--- config.mk ---
export PLATFORM = sky130hd
export DESIGN_NAME = mdio_master
export DESIGN_NICKNAME = d
export VERILOG_FILES = /design/src/rtl/mdio_master.sv
export SDC_FILE = /design/constraint.sdc
export NUM_CORES = 1
export LEC_CHECK = 0
export CAP_MARGIN = 20
export CORE_ASPECT_RATIO = 0.8
export CORE_MARGIN = 4
export CORE_UTILIZATION = 58
export DETAILED_ROUTE_END_ITERATION = 12
export GPL_TIMING_DRIVEN = 0
export PLACE_DENSITY = 0.84
export REMOVE_ABC_BUFFERS = 1
export SLEW_MARGIN = 15
export SYNTH_ARGS = -nofsm -noshare
export SYNTH_HDL_FRONTEND = slang
export SYNTH_SLANG_ARGS = --single-unit
--- constraint.sdc ---
create_clock -name clk_25M -period 3.4 [get_ports clk_25M]
set_clock_uncertainty 0.15 [all_clocks]
set_input_delay 0.34 -clock clk_25M [delete_from_list [all_inputs] [get_ports clk_25M]]
set_output_delay 0.34 -clock clk_25M [all_outputs]
set_load 0.02 [all_outputs]
--- src/rtl/mdio_master.sv ---
// mdio_master: IEEE 802.3 clause-22/45 MDIO management master with
// programmable MDC divider, preamble length and response handshake.
module mdio_master #(
  parameter int CLK_DIV      = 4,
  parameter int PREAMBLE_LEN = 32
) (
  input  logic        clk_25M,
  input  logic        rst,
  input  logic        cmd_valid,
  output logic        cmd_ready,
  input  logic        cmd_c45,
  input  logic [1:0]  cmd_op,
  input  logic [4:0]  cmd_phy_addr,
  input  logic [4:0]  cmd_reg_addr,
  input  logic [15:0] cmd_wdata,
  output logic        rsp_valid,
  output logic [15:0] rsp_rdata,
  output logic        rsp_ta_err,
  output logic        rsp_cmd_err,
  output logic        busy,
  output logic        mdc,
  output logic        mdio_o,
  output logic        mdio_oe,
  input  logic        mdio_i
);

  localparam int DW = $clog2(CLK_DIV);
  localparam logic [DW-1:0] D_LAST = DW'(CLK_DIV - 1);
  localparam logic [DW-1:0] D_HALF = DW'(CLK_DIV / 2);
  localparam logic [DW-1:0] D_RISE = DW'(CLK_DIV / 2 - 1);
  localparam logic [DW-1:0] D_ONE  = DW'(1);
  localparam logic [5:0]    P_LAST = 6'(PREAMBLE_LEN - 1);

  if (CLK_DIV < 4 || (CLK_DIV % 2) != 0) begin : g_div_chk
    $error("mdio_master: CLK_DIV must be even and at least 4");
  end
  if (PREAMBLE_LEN < 0 || PREAMBLE_LEN > 32) begin : g_pre_chk
    $error("mdio_master: PREAMBLE_LEN must be 0..32");
  end

  typedef enum logic [3:0] {
    IDLE, PRE, ST, OP, PAD, RAD, TA, DATA, FIN, CERR
  } state_t;

  state_t        state;
  state_t        nstate;
  logic [DW-1:0] div_cnt;
  logic [5:0]    bit_cnt;
  logic [5:0]    last;
  logic [31:0]   tx_sr;
  logic [31:0]   sr_n;
  logic [31:0]   frame;
  logic [15:0]   rx_sr;
  logic          rd;
  logic          ta_bit;
  logic          cmd_rd;
  logic          cmd_bad;
  logic          bnd;
  logic          adv;

  assign busy    = (state != IDLE);
  assign cmd_rd  = cmd_c45 ? cmd_op[1] : (cmd_op == 2'b10);
  assign cmd_bad = !cmd_c45 && (cmd_op[1] == cmd_op[0]);
  // ST..DATA; read frames carry ones where the PHY drives
  assign frame   = {1'b0, !cmd_c45, cmd_op,
                    cmd_phy_addr, cmd_reg_addr,
                    cmd_rd ? 18'h3FFFF
                           : {2'b10, cmd_wdata}};

  always_comb begin
    last   = 6'd0;
    nstate = IDLE;
    unique case (state)
      PRE:  begin last = P_LAST; nstate = ST;   end
      ST:   begin last = 6'd1;   nstate = OP;   end
      OP:   begin last = 6'd1;   nstate = PAD;  end
      PAD:  begin last = 6'd4;   nstate = RAD;  end
      RAD:  begin last = 6'd4;   nstate = TA;   end
      TA:   begin last = 6'd1;   nstate = DATA; end
      DATA: begin last = 6'd15;  nstate = FIN;  end
      default: ;
    endcase
    bnd = (div_cnt == D_LAST);
    adv = bnd && (bit_cnt == last);
    if (!adv) nstate = state;
    // leaving PRE presents the first ST bit unshifted
    sr_n = (state == PRE) ? tx_sr
                          : {tx_sr[30:0], 1'b1};
  end

  always_ff @(posedge clk_25M) begin
    if (rst) begin
      state       <= IDLE;
      div_cnt     <= '0;
      bit_cnt     <= '0;
      tx_sr       <= '0;
      rx_sr       <= '0;
      rd          <= 1'b0;
      ta_bit      <= 1'b0;
      cmd_ready   <= 1'b0;
      rsp_valid   <= 1'b0;
      rsp_rdata   <= '0;
      rsp_ta_err  <= 1'b0;
      rsp_cmd_err <= 1'b0;
      mdc         <= 1'b0;
      mdio_o      <= 1'b1;
      mdio_oe     <= 1'b0;
    end else begin
      rsp_valid <= 1'b0;
      if (state == IDLE) begin
        cmd_ready <= 1'b1;
        div_cnt   <= '0;
        bit_cnt   <= '0;
        mdc       <= 1'b0;
        mdio_o    <= 1'b1;
        mdio_oe   <= 1'b0;
        if (cmd_valid && cmd_ready) begin
          cmd_ready <= 1'b0;
          rd        <= cmd_rd;
          tx_sr     <= frame;
          if (cmd_bad) begin
            state <= CERR;
          end else begin
            state   <= (PREAMBLE_LEN > 0) ? PRE : ST;
            mdio_o  <= (PREAMBLE_LEN > 0) ? 1'b1
                                          : frame[31];
            mdio_oe <= 1'b1;
          end
        end
      end else if (state == CERR) begin
        state       <= IDLE;
        cmd_ready   <= 1'b1;
        rsp_valid   <= 1'b1;
        rsp_cmd_err <= 1'b1;
        rsp_ta_err  <= 1'b0;
      end else begin
        if (div_cnt == D_HALF) begin
          if (state == TA && bit_cnt == 6'd1)
            ta_bit <= mdio_i;
          if (state == DATA)
            rx_sr <= {rx_sr[14:0], mdio_i};
        end
        if (bnd) begin
          div_cnt <= '0;
          mdc     <= 1'b0;
          bit_cnt <= adv ? 6'd0 : bit_cnt + 6'd1;
          state   <= nstate;
          tx_sr   <= sr_n;
          if (nstate == PRE) begin
            mdio_o  <= 1'b1;
            mdio_oe <= 1'b1;
          end else if (nstate == FIN || nstate == IDLE ||
                       (rd && (nstate == TA ||
                               nstate == DATA))) begin
            mdio_o  <= 1'b1;
            mdio_oe <= 1'b0;
          end else begin
            mdio_o  <= sr_n[31];
            mdio_oe <= 1'b1;
          end
          if (state == FIN) begin
            cmd_ready   <= 1'b1;
            rsp_valid   <= 1'b1;
            rsp_cmd_err <= 1'b0;
            rsp_ta_err  <= rd & ta_bit;
            if (rd) rsp_rdata <= rx_sr;
          end
        end else begin
          div_cnt <= div_cnt + D_ONE;
          mdc     <= (div_cnt >= D_RISE);
        end
      end
    end
  end

endmodule

---- After elaboration in Yosys (flattened, before gate mapping) ----
Cells that the tools add are included.
storage, ports and cells
  flip-flop bits (word level) ............. 85
  bits in latches ......................... 0
  RAM bits ................................ 0
  memory bits (read-only) ................. 0
  input port bits ......................... 33
  output and inout port bits .............. 24
  logic and storage cells ................. 116
  memories kept ........................... 0
operators by class
  add/sub/neg operators ................... 2
  $mul .................................... 0
  div/mod/pow operators ................... 0
  $lt $le $gt $ge ......................... 1
  equal/unequal tests ..................... 22
  shift-type cells ........................ 0
  muxes and demuxes ....................... 41
  bitwise logic cells ..................... 3
  reduce and logical (&&, ||, !) cells .... 31
operators with widths
  kind                                                                      number
  32-bit two-way mux                                                        5
  4-bit one-hot mux with 7 select lines                                     1
  1-bit two-way mux                                                         25
  4-bit by 3-bit equality test with 1-bit output (second input constant)    6
  4-bit two-way mux                                                         6
  5-bit one-hot mux with 4 select lines                                     1
  17-bit two-way mux                                                        1
  4-bit equality test (second input constant)                               3
  4-bit AND reduction                                                       3
  2-bit AND reduction                                                       5
  4-bit by 1-bit equality test with 1-bit output (second input constant)    2
  4-bit by 2-bit equality test with 1-bit output (second input constant)    2
  4-bit zero test                                                           2
  6-bit by 1-bit adder with 6-bit output (second input constant)            1
  2-bit equality test (second input constant)                               3
  6-bit by 1-bit equality test with 1-bit output (second input constant)    1
  6-bit equality test                                                       1
  6-bit two-way mux                                                         1
  3-bit AND reduction                                                       2
  2-bit nonzero test                                                        3
  3-bit nonzero test                                                        2
  1-bit logical AND                                                         5
  5-bit AND reduction                                                       1
  2-bit by 1-bit inequality test with 1-bit output (second input constant)  2
  12 further kinds                                                          16

---- Depth between registers and ports, before layout ----
Gate-level depths: netlist (run 1).
  word-level depth ........................ 15
  gate-level depth with buffers ........... 8
  mapped depth without buffers ............ 8

---- Worst setup path after synthesis (run 1) ----
No wires, ideal clock.
  kind .................................... reg-to-reg
  start ................................... register, netlist name mdc
  end ..................................... register mdio_oe
  setup time .............................. 0.140 ns
  arrival time ............................ 1.770 ns
  data required time ...................... 3.110 ns
  setup slack ............................. 1.340 ns
  cell stages (with the launch flop) ...... 8
  buffers on the path ..................... 1
  period minus slack after synthesis ...... 2.060 ns
  cell sequence ........................... dfxtp_1 ha_1 inv_1 nor4_1 nand4_2 buf_4 o31ai_1 a311oi_1
RTL lines
  item                  RTL line  RTL
  to (signal assigned)  107       mdio_oe <= 1'b0;
  to (signal assigned)  116       mdio_oe <= 1'b0;
  to (signal assigned)  127       mdio_oe <= 1'b1;
  to (decl)             23        output logic mdio_oe,

---- Worst setup path in the final report (run 1) ----
  start ................................... register state[0]
  end ..................................... output port busy
between the ends
  cells in the longest elaborated chain, start to end .. 1
RTL lines
  item                    RTL line  RTL
  from (decl)             45        state_t state;
  from (signal assigned)  124       state <= (PREAMBLE_LEN > 0) ? PRE : ST;
  from (signal assigned)  147       state <= nstate;
  4-bit nonzero test      61        assign busy = (state != IDLE);
  to (decl)               20        output logic busy,
No other way between the ends.

==> metrics, run 1 <==
status=finished, final reports clean; largest cells by area after synthesis=dfxtp_1, a211oi_1, a21oi_1; Hold Vio Cnt, Final=0; top-area cell type share of the netlist area=42.57%; clock share of power=38.0%; # IOs=57; synthesized netlist cell count=494; FMAX=320.2 MHz; P_leak=1.622 nW; core area=6506 um2; CP max FO=21; Flop pwr share=50.3%; Antenna Nets Post-Route=0; unrepaired setup endpoints after global routing=false; DP Cell Count=596; Reg2Reg Setup Slack=0.51 ns; most common cell after layout, fill and taps aside=dfxtp_1; DRC=0; # setup viols final=0; GRT overflow=0; largest net degree at the start of global routing=82; first-pass GRT wire length=15130 um; combinational cell fraction of total power=11.7%; final wirelength=8754 um; CP required=2.91 ns; Yosys warnings=0; Reg2Reg Launch Point=state[0]; Ant. Diodes=0; Synth Register Bits=84; share of cells above drive strength 1=6.994%; wire per inst=14.28 um; EDFF count, synth=0; Post-Layout Cell Count=613; pre-CTS setup slack=0.2067 ns; GRT Overall Usage=22.73%; leading area contributor after synthesis=dfxtp_1; worst skew pair latency=0.36 ns; simple-gate share of the synthesized area=20.02%; Clock Pin Slew Worst Setup and Hold Paths=0.09 ns; TritonRoute pass-1 iters=6; area delta synth->final=19.20%; sw frac=25.55%; crit path kind=flip-flop to primary output; CTS tree=yes; nets=562; main combinational cell family by area after synthesis=compound AO/OA/AOI/OAI gates; Vias/cell=5.822; Internal=0.001555 W; max-slew headroom at the worst pin=35.12%; Rows=26; Post-CTS Resized=0; Post-CTS Hold Buffers=0; worst-case reg-to-reg path depth=7; initial antenna violation count=0; Tmin final=3.123 ns; Longest Clk Path Bufs=2; Adder-Cell Fraction of Synth Area=1.584%; Port-buffer cells=56; Post-CTS Repair Setup Buffers=0; DR vias=3569; DIE HEIGHT=81.81 um; Sink Count=84; unique cell type count in the Yosys netlist=52; design area=4708 um2; GPL Wtd Cong=0.8084; CTS Buf Count=9; Post-Synth XOR/XNOR Area=1.742%; Mean Syn Cell Area=7.996 um2; HP Class=flip-flop to flip-flop; effective utilization at floorplan=60.71%; FFs w/ async S/R, synth=0%; Post-Syn Area=3950 um2; vias in the first global route=3337; Pins Over Slew Limit=0; Max-cap violations=0; Startpoint Class=flip-flop; dominant synthesized flop cell=dfxtp_1; Tightest Pin Transition=0.9543 ns; Root Driver=clkbuf_8; H-tree depth=3; 1st-iter DRT viols=340; post-synthesis sequential area ratio=42.57%; Synth Area in Compound Gates=25.15%; Net Switching=0.0005335 W; Die X=100.3 um; DPL Wire Length=5612 um; die area=8203 um2; commonest non-fill, non-tap cells in the layout=dfxtp_1, nand2_1, a21oi_1; P per Cell Area=443.5 nW/um2; final worst path period share=91.85%; mux share of post-synthesis cell area=1.330%; CP endpoint kind=primary output; crit path launch=state[0]; Worst IR Drop VDD=0.2813 mV; placed instance area=4464 um2; final worst slack=0.2773 ns; r2r endpoint=state[0]; crit path DAT=2.63 ns; crit path capture=busy
## cells by family (layout without fill, tap and decap cells)
group | Yosys count | in the layout
buffers and inverters | 65 | 99
AO/OA/AOI/OAI | 152 | 152
AND/OR/NAND/NOR | 176 | 177
XOR/XNOR | 7 | 7
multiplexers | 5 | 5
flip-flops | 84 | 84
adder cells (fa/ha/maj) | 5 | 5
## cell type report
cell class              instances  area, um2
flip-flops and latches         84       1682
inverters                      24      90.09
multi-input cells             346       1996
fillers                       518       1798
well taps                      84      105.1
clock buffers                   9      123.9
clock inverters                 7      98.84
repair buffers                 59      613.1
## sequential cells by signal, indices dropped and copies added (netlist names)
register     cells
ta_bit           1
rd               1
rsp_cmd_err      1
mdio_o           1
rsp_valid        1
tx_sr           32
bit_cnt          6
rx_sr           16
cmd_ready        1
div_cnt          1
mdc              1
rsp_rdata       16
state            4
rsp_ta_err       1
mdio_oe          1
## critical path, cell delays in order (launching register included)
cell and delay (ns):
dfxtp_1 0.53, buf_8 0.27, nor4_4 0.63, inv_1 0.24, clkdlybuf4s50_1 0.60
## Yosys cell counts, types with 2 or more instances
cell type,n
nor4_1,3
or3_1,3
a311oi_1,3
dfxtp_1,84
mux2_2,2
nand2b_1,6
a211oi_1,48
o21bai_1,3
o21ai_0,6
o31ai_1,3
nor2b_1,3
mux2i_1,3
buf_2,15
o211ai_1,3
nand4b_1,2
a22oi_1,13
nand3_1,2
nand2_1,80
xor2_1,4
nor2_1,55
buf_6,3
clkbuf_1,19
nor3_1,8
nand4_1,3
a21oi_1,60
xnor2_1,2
a31oi_1,2
o21a_1,2
ha_1,5
inv_1,24
buf_4,4
## layer usage
| metal | vias up | GRT usage (%) | wire [um] |
|---|---|---|---|
| li1 | 1784 | - | - |
| met1 | 1640 | 29.11 | 3906 |
| met2 | 125 | 37.04 | 4020 |
| met3 | 20 | 6.706 | 678 |
| met4 | 0 | 7.537 | 148 |
| met5 | - | 0 | 0 |
## metrics by stage
step | TNS, ns | hold WS (ns) | utilization [%] | total power, W
floorplan | 0 | 0.2546 | - | 0.001210
global placement | -20.11 | 0.2895 | 67.71 | 0.001299
detailed placement | 0 | 0.2976 | 68.62 | 0.001311
CTS | 0 | 0.3106 | 72.23 | 0.002095
global route | 0 | 0.3295 | 72.37 | 0.002168
finish | 0 | 0.3064 | 72.37 | 0.002088
## power by group through the flow
stage	logic, W	clock network [W]	registers (W)
finish	0.000244	0.000793	0.00105
global route	0.000273	0.000839	0.00106
CTS	0.000242	0.000802	0.00105
detailed placement	0.000238	0	0.00107
global placement	0.000222	0	0.00108
floorplan	0.000139	0	0.00107
## how the worst min path moves through the flow
stage,slack (ns),startpoint,cells after the start,endpoint
2_1_floorplan,0.25,rst,1,state[3]
3_3_place_gp,0.29,rx_sr[15],2,rsp_rdata[15]
3_5_place_dp,0.30,rsp_rdata[15],2,rsp_rdata[15]
4_1_cts,0.31,rsp_rdata[15],2,rsp_rdata[15]
5_1_grt,0.33,rsp_rdata[13],2,rsp_rdata[13]
6_report,0.31,rsp_rdata[14],2,rsp_rdata[14]
Note: power is estimated with default switching activity, not from simulation.
==> inputs of run 2 (changes only) <==
clock period = 3.76 ns   (was 3.4 ns; I/O delays follow)
==> run 2 against run 1 <==
  * Worst setup slack improved by 0.51 ns
  * Core utilization decreased by 0.15 points
  * Die area unchanged
  * Largest cell class unchanged
  * Critical path depth unchanged
  * Wire length decreased by 1.6%
  * Hold slack about the same
  * Flip-flop and latch count unchanged
  * Highest routed layer unchanged
  * Clock power decreased by 9.7%
==> metrics, run 2 (same netlist as run 1, synthesis figures left out) <==
status=finished, final reports clean; worst skew pair latency=0.36 ns; 1st-iter DRT viols=284; Pins Over Slew Limit=0; Util after Layout=72.21%; Tightest Pin Transition=0.9437 ns; core area=6506 um2; CTS Buf Count=9; Vias/cell=5.781; Worst IR Drop VDD=0.2549 mV; DIE HEIGHT=81.81 um; nets=562; Startpoint Class=flip-flop; hold path start=rsp_rdata[14]; Post-CTS Hold Buffers=0; Clock Pin Slew Worst Setup and Hold Paths=0.09 ns; FMAX=336.5 MHz; Filler Cell Count=523; share of cells above drive strength 1=6.994%; HP Class=flip-flop to flip-flop; GRT overflow=0; Reg2Reg Launch Point=state[0]; crit path DAT=2.45 ns; CP required=3.23 ns; most common cell after layout, fill and taps aside=dfxtp_1; DPL Wire Length=5612 um; hold path cells=2; Antenna Nets Post-Route=0; unrepaired setup endpoints after global routing=false; # setup viols final=0; first-pass GRT wire length=14970 um; effective utilization at floorplan=60.71%; commonest non-fill, non-tap cells in the layout=dfxtp_1, nand2_1, a21oi_1; P_leak=1.620 nW; Ant. Diodes=0; area delta synth->final=18.94%; Die X=100.3 um; Port-buffer cells=56; Reg2Reg Setup Slack=0.88 ns; GRT Overall Usage=22.42%; worst-case reg-to-reg path depth=7; max FFs per register=32; Root Driver=clkbuf_8; DP Cell Count=596; Rows=26; Tot Pwr=0.001887 W; DR vias=3544; max-slew headroom at the worst pin=35.84%; r2r endpoint=state[0]; final worst path period share=79.05%; # IOs=57; Max-cap violations=0; Post-CTS Resized=0; crit path capture=busy; Post-Layout Cell Count=613; largest reg by FF count=tx_sr; largest registers=tx_sr: 32 flops, rsp_rdata: 16 flops, rx_sr: 16 flops; Post-CTS Repair Setup Buffers=0; crit path launch=state[0]; CTS tree=yes; final wirelength=8615 um; initial antenna violation count=0; DRC=0; CP max FO=20; CP endpoint kind=primary output; GPL Wtd Cong=0.8084; P per Cell Area=401.6 nW/um2; crit path kind=flip-flop to primary output; Hold Vio Cnt, Final=0; die area=8203 um2; Tmin final=2.972 ns; Final TNS setup=0 ns; vias in the first global route=3316; TritonRoute pass-1 iters=4; Sink Count=84; H-tree depth=3; Longest Clk Path Bufs=2; largest net degree at the start of global routing=82; wire per inst=14.05 um
## run 2: cell types whose count changed in the layout (fill, tap and decap cells not counted)
cell,delta
nor4_4,-1
buf_6,+1
## run 2: stage by stage
stage                     area (um2)  hold slack, ns  setup WS (ns)
after floorplan                 3740          0.2760         0.5033
after global placement          4405          0.2895        -0.6427
after detailed placement        4464          0.2976         0.5307
after CTS                       4687          0.3106         0.1434
after global routing            4698          0.3295         0.7004
final                           4698          0.3062         0.7879
## run 2: worst min path at each step
stage                          endpoint
after floorplan           rsp_rdata[15]
after global placement    rsp_rdata[15]
after detailed placement  rsp_rdata[15]
after CTS                 rsp_rdata[15]
after global routing      rsp_rdata[13]
final                     rsp_rdata[14]
## run 2: routing by layer
metal / global-route usage (%) / vias to the layer above / routed length (um)
met5: 0 / - / 0
met4: 7.268 / 0 / 125
met3: 6.452 / 14 / 638
met2: 36.84 / 112 / 3991
met1: 28.64 / 1630 / 3859
li1: - / 1788 / -
## run 2: power breakdown
group / internal (W) / switching (W) / total (W)
Combinational: 0.000105 / 0.000116 / 0.000221
Sequential: 0.000924 / 0.0000265 / 0.000950
Clock: 0.000378 / 0.000337 / 0.000716
Total: 0.00141 / 0.000480 / 0.00189
## run 2: cell type report
class                           instances  area [um2]  area share (%)
Tap cell                               84       105.1           2.237
Timing Repair Buffer                   60       624.3           13.29
Clock buffer                            9       123.9           2.636
Multi-Input combinational cell        345        1974           42.02
Sequential cell                        84        1682           35.79
Inverter                               24       90.09           1.917
Clock inverter                          7       98.84           2.104
## run 2: worst max-delay path: stages, from the launching register on
cell             delay, ns
dfxtp_1               0.54
buf_8                 0.27
nor4_4                0.50
inv_1                 0.19
clkdlybuf4s50_1       0.58
